### src/rtl/half_stream_dot_feeder.sv
// Activation/weight source and result sink for the half-precision stream MAC.
// Optional bias pair per neuron when HALF_FEEDER_BIAS_EN is defined.
module half_stream_dot_feeder #(
  parameter int BITS    = 16,
  parameter int LENGTH  = 10,
  parameter int NEURONS = 4,
  localparam int AW = $clog2(NEURONS*LENGTH),
  localparam int RW = (NEURONS > 1) ? $clog2(NEURONS) : 1
) (
  input  logic            clk,
  input  logic            rst,
  input  logic            wr_en,
  input  logic [1:0]      wr_sel,
  input  logic [AW-1:0]   wr_addr,
  input  logic [BITS-1:0] wr_data,
  input  logic            start,
  output logic            busy,
  output logic            done,
  output logic            mac_valid,
  output logic [BITS-1:0] mac_a,
  output logic [BITS-1:0] mac_b,
  input  logic            res_valid,
  input  logic [BITS-1:0] res_data,
  input  logic [RW-1:0]   rd_addr,
  output logic [BITS-1:0] rd_data
);

`ifdef HALF_FEEDER_BIAS_EN
  localparam int PER = LENGTH + 1;
`else
  localparam int PER = LENGTH;
`endif
  localparam int IW = (PER > 1) ? $clog2(PER) : 1;
  localparam int LW = (LENGTH > 1) ? $clog2(LENGTH) : 1;
  localparam int CW = $clog2(NEURONS + 1);

  typedef enum logic [1:0] {IDLE, STREAM, DRAIN, FINISH} state_t;

  state_t          state;
  logic [IW-1:0]   idx;
  logic [RW-1:0]   nrn;
  logic [AW-1:0]   w_ptr;
  logic [CW-1:0]   rcnt;
  logic            v1;
  logic [BITS-1:0] act_q, w_q;

  logic [BITS-1:0] act_mem [LENGTH];
  logic [BITS-1:0] w_mem   [NEURONS*LENGTH];
  logic [BITS-1:0] result  [NEURONS];
`ifdef HALF_FEEDER_BIAS_EN
  logic [BITS-1:0] bias_mem [NEURONS];
`endif

  logic issue, wr_ok, idx_last, wt_elem;

  assign issue    = (state == STREAM);
  assign wr_ok    = wr_en && (state == IDLE);
  assign idx_last = (int'(idx) == PER - 1);
  assign wt_elem  = (int'(idx) < LENGTH);
  assign rd_data  = result[rd_addr];

  // Memories are deliberately unreset; only the read pipeline is.
  always_ff @(posedge clk) begin
    if (wr_ok && wr_sel == 2'd0 && int'(wr_addr) < LENGTH)
      act_mem[wr_addr[LW-1:0]] <= wr_data;
    if (wr_ok && wr_sel == 2'd1 && int'(wr_addr) < NEURONS*LENGTH)
      w_mem[wr_addr] <= wr_data;
`ifdef HALF_FEEDER_BIAS_EN
    if (wr_ok && wr_sel == 2'd2 && int'(wr_addr) < NEURONS)
      bias_mem[wr_addr[RW-1:0]] <= wr_data;
`endif
    if (issue) begin
      if (wt_elem) begin
        act_q <= act_mem[idx[LW-1:0]];
        w_q   <= w_mem[w_ptr];
      end else begin
`ifdef HALF_FEEDER_BIAS_EN
        act_q <= BITS'(16'h3C00);
        w_q   <= bias_mem[nrn];
`else
        act_q <= '0;
        w_q   <= '0;
`endif
      end
    end
  end

  always_ff @(posedge clk or posedge rst) begin
    if (rst) begin
      v1        <= 1'b0;
      mac_valid <= 1'b0;
      mac_a     <= '0;
      mac_b     <= '0;
    end else begin
      v1        <= issue;
      mac_valid <= v1;
      mac_a     <= v1 ? act_q : '0;
      mac_b     <= v1 ? w_q   : '0;
    end
  end

  always_ff @(posedge clk or posedge rst) begin
    if (rst) begin
      state <= IDLE;
      busy  <= 1'b0;
      done  <= 1'b0;
      idx   <= '0;
      nrn   <= '0;
      w_ptr <= '0;
      rcnt  <= '0;
      for (int i = 0; i < NEURONS; i++) result[i] <= '0;
    end else begin
      if (busy && res_valid && int'(rcnt) < NEURONS) begin
        result[rcnt[RW-1:0]] <= res_data;
        rcnt <= rcnt + CW'(1);
      end
      case (state)
        IDLE: begin
          done <= 1'b0;
          if (start) begin
            state <= STREAM;
            busy  <= 1'b1;
            idx   <= '0;
            nrn   <= '0;
            w_ptr <= '0;
            rcnt  <= '0;
          end
        end
        STREAM: begin
          if (wt_elem) w_ptr <= w_ptr + AW'(1);
          if (idx_last) begin
            idx <= '0;
            if (int'(nrn) == NEURONS - 1) state <= DRAIN;
            else nrn <= nrn + RW'(1);
          end else begin
            idx <= idx + IW'(1);
          end
        end
        DRAIN: begin
          // Let the read pipeline empty before declaring the run complete.
          if (int'(rcnt) == NEURONS && !v1 && !mac_valid) begin
            state <= FINISH;
            done  <= 1'b1;
            busy  <= 1'b0;
          end
        end
        FINISH: begin
          done  <= 1'b0;
          state <= IDLE;
        end
        default: state <= IDLE;
      endcase
    end
  end

endmodule

### config.mk
export PLATFORM = sky130hd
export DESIGN_NAME = half_stream_dot_feeder
export DESIGN_NICKNAME = d
export VERILOG_FILES = /design/src/rtl/half_stream_dot_feeder.sv
export SDC_FILE = /design/constraint.sdc
export NUM_CORES = 1
export LEC_CHECK = 0
export CORE_MARGIN = 3
export CORE_UTILIZATION = 60
export CTS_BUF_LIST = sky130_fd_sc_hd__clkbuf_8 sky130_fd_sc_hd__clkbuf_16
export DETAILED_ROUTE_END_ITERATION = 8
export PLACE_DENSITY = 0.78
export SLEW_MARGIN = 20
export SYNTH_ARGS = -nofsm -noshare
export SYNTH_HDL_FRONTEND = slang
export SYNTH_SLANG_ARGS = --single-unit
### constraint.sdc
create_clock -name clk -period 6.97 [get_ports clk]
set_input_delay 1.7425 -clock clk [delete_from_list [all_inputs] [get_ports clk]]
set_output_delay 1.7425 -clock clk [all_outputs]
set_load 0.02 [all_outputs]
# --- After elaboration in Yosys (flattened, before gate mapping) ---
# Memories as Yosys holds them, arrays and structs flattened. A register that Yosys moved wholly into a read port is not among the register bits.
# Index checks and enable logic that the tools add are counted.
classes:
  n_reduce_logical: 26
  bitwise: 2
  n_div: 0
  mul: 0
  n_eq_ne: 13
  n_addsub: 4
  muxes: 35
  magnitude_cmp: 7
  shift: 0
op_table:
  columns: ["cell", "n"]
  rows:
  - ["2-to-1 mux 16 bit", 5]
  - ["bitwise mux 64 bit", 1]
  - ["binary-select mux 16 bit (select 2 bit)", 1]
  - ["demux 16 bit (select 2 bit)", 1]
  - ["2-to-1 mux 2 bit", 7]
  - ["2-to-1 mux 6 bit", 2]
  - ["case mux 6 bit (2 select lines)", 1]
  - ["logical AND 1 bit", 10]
  - ["2-to-1 mux 3 bit", 3]
  - ["2-to-1 mux 4 bit", 2]
  - ["case mux 2 bit (4 select lines)", 1]
  - ["case mux 4 bit (2 select lines)", 1]
  - ["AND reduction 4 bit", 2]
  - ["2-to-1 mux 1 bit", 7]
  - ["adder 6 x 1 -> 6 bit, second input constant", 1]
  - ["== test 2 x 1 -> 1 bit, second input constant", 3]
  - [">= comparator 3 bit, second input constant", 2]
  - ["< comparator 6 x 4 -> 1 bit, second input constant", 1]
  - ["< comparator 6 bit, second input constant", 1]
  - ["!= test 2 x 1 -> 1 bit, second input constant", 3]
  - ["!= test 2 bit, second input constant", 3]
  - ["inverter 2 -> 3 bit", 2]
  - ["AND reduction 3 bit", 2]
  - ["nonzero test 2 bit", 3]
  - ["15 further kinds", 22]
word_totals:
  latch_bits: 0
  reg_bits: 117
  n_memories: 2
  mem_bits_ro: 0
  elab_cells: 104
  ram_bits: 800
  out_inout_bits: 51
  in_bits: 47
memory_table:
  columns: ["name", "depth", "width", "read_ports", "rd_ports_with_merged_regs", "write_ports", "line_no", "rtl"]
  rows:
  - ["w_mem", 40, 16, 1, 1, 1, "48", "logic [BITS-1:0] w_mem [NEURONS*LENGTH];"]
  - ["act_mem", 10, 16, 1, 1, 1, "47", "logic [BITS-1:0] act_mem [LENGTH];"]

# --- Logic depth before layout (Yosys ltp) ---
depth:
  word_depth: 6
  mapped_depth: 9
  depth_no_buf: 7

# --- Worst setup path before layout ---
# No wires, ideal clock.
synth_path:
  path_type: "input to output"
  from: "in rd_addr[0]"
  to: "out rd_data[10]"
  slack_ns: 2.197
  arrival_time_ns: 3.031
  stages: 3
  required_time_ns: 5.227
  path_buffers: 2
  cell_sequence: "clkbuf_1 buf_2 mux4_2"
synth_between:
  elab_chain_len: 4
synth_lines:
  columns: ["item", "line_no", "rtl"]
  rows:
  - ["start, declared", "24", "input logic [RW-1:0] rd_addr,"]
  - ["inverter 2 -> 3 bit (implied by the code)", "60", "assign rd_data = result[rd_addr];"]
  - ["binary-select mux 16 bit (select 2 bit)", "60", null]
  - ["2-to-1 mux 16 bit (implied by the code) (2 in a row)", "60", null]
  - ["end, declared", "25", "output logic [BITS-1:0] rd_data"]
# Every way passes these cells. The select of a mux whose other input is x is not followed.

# --- Worst setup path after layout ---
layout_path:
  from: "in rd_addr[1]"
  to: "out rd_data[2]"
# The elaborated chain is that of the path after synthesis.

==> metrics.md <==
| Metric | Value |
|---|---|
| #FFs+latches synth | `949` |
| Class of the worst hold path | `reg -> reg` |
| Clock Latency Late Sink | `0.65 ns` |
| Core area | `0.0607 sq mm` |
| Slew Limit Fails | `0` |
| YS warnings | `0` |
| ANT nets after route | `0` |
| Total number of vias | `about 19000` |
| Post-Syn Instances | `around 1900` |
| Area grow syn2layout | `13.1%` |
| CTS-repair resized insts | `0` |
| Iteration-0 DRC Markers | `2160` |
| Worst slack at placement | `1.25 ns` |
| Largest cells by area after synthesis | `edfxtp_1 (67%), mux4_2 (9.6%), dfrtp_1 (7.9%)` |
| Crit-path max FO | `16` |
| Drt drc | `0` |
| Final Critical Period | `between 5 and 6 ns` |
| Fin cells | `a little under 3000` |
| Clock transition at the registers of the reported paths | `0.06 ns` |
| Top-count cell post-synth | `edfxtp_1` |
| Total Negative Setup Slacks | `0 ns` |
| Initial core utilization | `61.0%` |
| Final setup violation count | `0` |
| DR WL/cell | `between 20 and 30 microns` |
| Main synth FF type | `edfxtp_1` |
| Overall Global Routing Usage | `26.2%` |
| Critical Path AT | `3.98 ns` |
| # nets final | `2107` |
| EDFF count, synth | `832` |
| # port buffers | `97` |
| Layout cells sized above 1 | `21.4%` |
| Synth Cell Area | `roughly 0.037 sq mm` |
| Slew @ Worst Pin | `1.19 ns` |
| RSZ-0062 raised after global routing | `false` |
| Max H-tree Level | `3` |
| Post-DP HPWL | `45900 microns` |
| Fillers | `3641` |
| DIE HEIGHT | `254 microns` |
| IR drop worst, VDD | `roughly 0.27 mV` |
| Placed instance count | `~2700` |
| Fmax | `between 150 and 200 MHz` |
| Top cells by count, synth | `edfxtp_1 (832), mux2i_1 (165), mux4_2 (158), dfrtp_1 (117), a21oi_1 (107)` |
| Crit path required time | `5.23 ns` |
| Die Width | `254 microns` |
| Cts hold-fix bufs | `0` |
| Final period util | `82.1%` |
| CTS buffer count | `93` |
| Count of cell types in the netlist | `42` |
| Final hold slack | `0.435 ns` |
| Sequential cell area | `0.0279 sq mm` |
| CTS tree | `built` |
| First-pass GRT wire length | `~120000 microns` |
| RD Place Congestion | `0.921` |
| Synthesized Nets | `1956` |
| FFs w/ async S/R, synth | `12.3%` |
| Register area share after synthesis | `75.3%` |
| Outcome | `finished, final reports clean` |
| Setup bufs post-CTS | `0` |
| Area of the multi-input gates | `roughly 0.0085 sq mm` |
| Gr ovfl total | `0` |
| Largest net degree at the start of global routing | `91` |
| Setup WS post-layout | `1.25 ns` |
| Via density | `between 6 and 7` |
| Drt total wl | `approximately 83000 microns` |
| Worst-case clock buffer depth | `3` |
| Pwr per Cell Area | `268 mW/mm^2` |
| Relative slew slack | `20.4%` |
| Die area | `between 0.06 and 0.07 sq mm` |
| Top cell type's share of synthesized area | `67.4%` |
| CP Launch Type | `input port` |
| DR pass1 iterations | `5` |
| P_leak | `14.0 nW` |
| Avg Inst Size Synth | `19.5 sq um` |
| Max-capacitance violation count | `0` |
| Antenna violations before repair | `9` |
| Fin Clk Skew | `0.0274 ns` |
| Critical path class | `in -> out` |
| CTS root buf | `clkbuf_16` |
| Clk sinks | `949` |
| Number of global-route vias before repair | `approximately 19000` |
| # rows | `90` |
| Final Hold Violating Endpoints | `0` |
| Ports | `98` |
| CP Capture Type | `output pin` |
| Yosys top cell by area | `edfxtp_1` |
==> sequential cells by signal, summed over array words and instances (netlist names), 2 cells and up <==
register / cells
act_q: 16
result: 64
idx: 4
mac_a: 16
mac_b: 16
w_mem: 640
w_q: 16
state: 2
w_ptr: 6
act_mem: 160
nrn: 2
rcnt: 3
==> cells by family after synthesis <==
kind of cell	share of synthesized area [%]
DFF	75.3
muxes	16.2
AOI/OAI and AO/OA	3.45
and+or+nand+nor	2.78
buffers and inverters	1.76
adders and majority gates	0.338
xor gates and xnor gates	0.118
==> report_power, final <==
| group | leakage, nW | internal (mW) | switching [mW] |
|---|---|---|---|
| registers | 9.08 | 6.18 | 0 |
| logic | 3.35 | 0.0263 | 0.128 |
| clock network | 1.60 | 2.86 | 2.04 |
==> worst paths after layout <==
path | to | start | cells past startpoint | slack [ns]
hold reg to reg | mac_a[8]$_DFF_PP0_ | act_q[8]$_SDFFCE_PP0P_ | 1 | 0.44
setup reg to reg | w_mem[36][6]$_DFFE_PP_ | state[0]$_DFFE_PP0P_ | 7 | 3.54
setup / recovery | rd_data[2] | rd_addr[1] | 3 | 1.25
max in group asynchronous | result[52]$_DFFE_PP0P_ | rst | 3 | 4.04
hold / removal | mac_a[8]$_DFF_PP0_ | act_q[8]$_SDFFCE_PP0P_ | 1 | 0.44
min in group asynchronous | mac_b[9]$_DFF_PP0_ | rst | 2 | 1.61
==> per-layer routing <==
| layer | vias up | global-route usage, % | share of wire, % |
|---|---|---|---|
| li1 | 7904 | - | - |
| met1 | 9766 | 37.4 | 39 |
| met2 | 975 | 41.5 | 48 |
| met3 | 154 | 5.05 | 9.2 |
| met4 | 4 | 9.22 | 3.3 |
| met5 | - | 0 | 0.040 |
==> layout make-up <==
class	count	area share, %
Clock buffer	109	6.19
Sequential cell	949	66.7
Antenna cell	3	0.0179
Multi-Input combinational cell	837	20.3
Clock inverter	64	1.10
Timing Repair Buffer	161	3.35
Tap cell	782	2.34
Inverter	8	0.0777
==> per-stage QoR <==
step / utilization [%] / cell area [sq um] / total power [mW]
after detailed placement: 63.9 / 38800 / 6.45
final: 69.0 / 41900 / 11.2
after global placement: 63.9 / 38800 / 6.44
after global routing: 69.0 / 41900 / 11.5
after CTS: 69.0 / 41900 / 11.3
after floorplan: - / 37000 / 6.32
==> worst max-delay path, cell delays in order <==
cell and delay (ns):
clkdlybuf4s50_1 1.07, mux4_2 0.61, clkdlybuf4s50_1 0.55
==> layout by cell type (no fill, tap or decap), types with 4 or more instances in the layout <==
cell,count
edfxtp_1,832
mux2i_1,165
mux4_2,158
dfrtp_1,112
a21oi_1,107
clkbuf_16,97
nor2_1,95
clkdlybuf4s50_1,81
buf_4,71
mux2_2,66
o31ai_1,34
and2_1,33
o22ai_1,32
inv_1,29
nand2_1,27
o21ai_0,27
o21a_1,18
nor2b_1,18
clkinv_2,16
clkinv_1,14
clkbuf_8,12
ha_1,9
buf_2,8
nand2b_1,6
bufinv_16,6
nor3_1,5
xor2_1,4
nand3b_1,4
nand3_1,4
No activity file was read; power rests on OpenSTA's default activity.
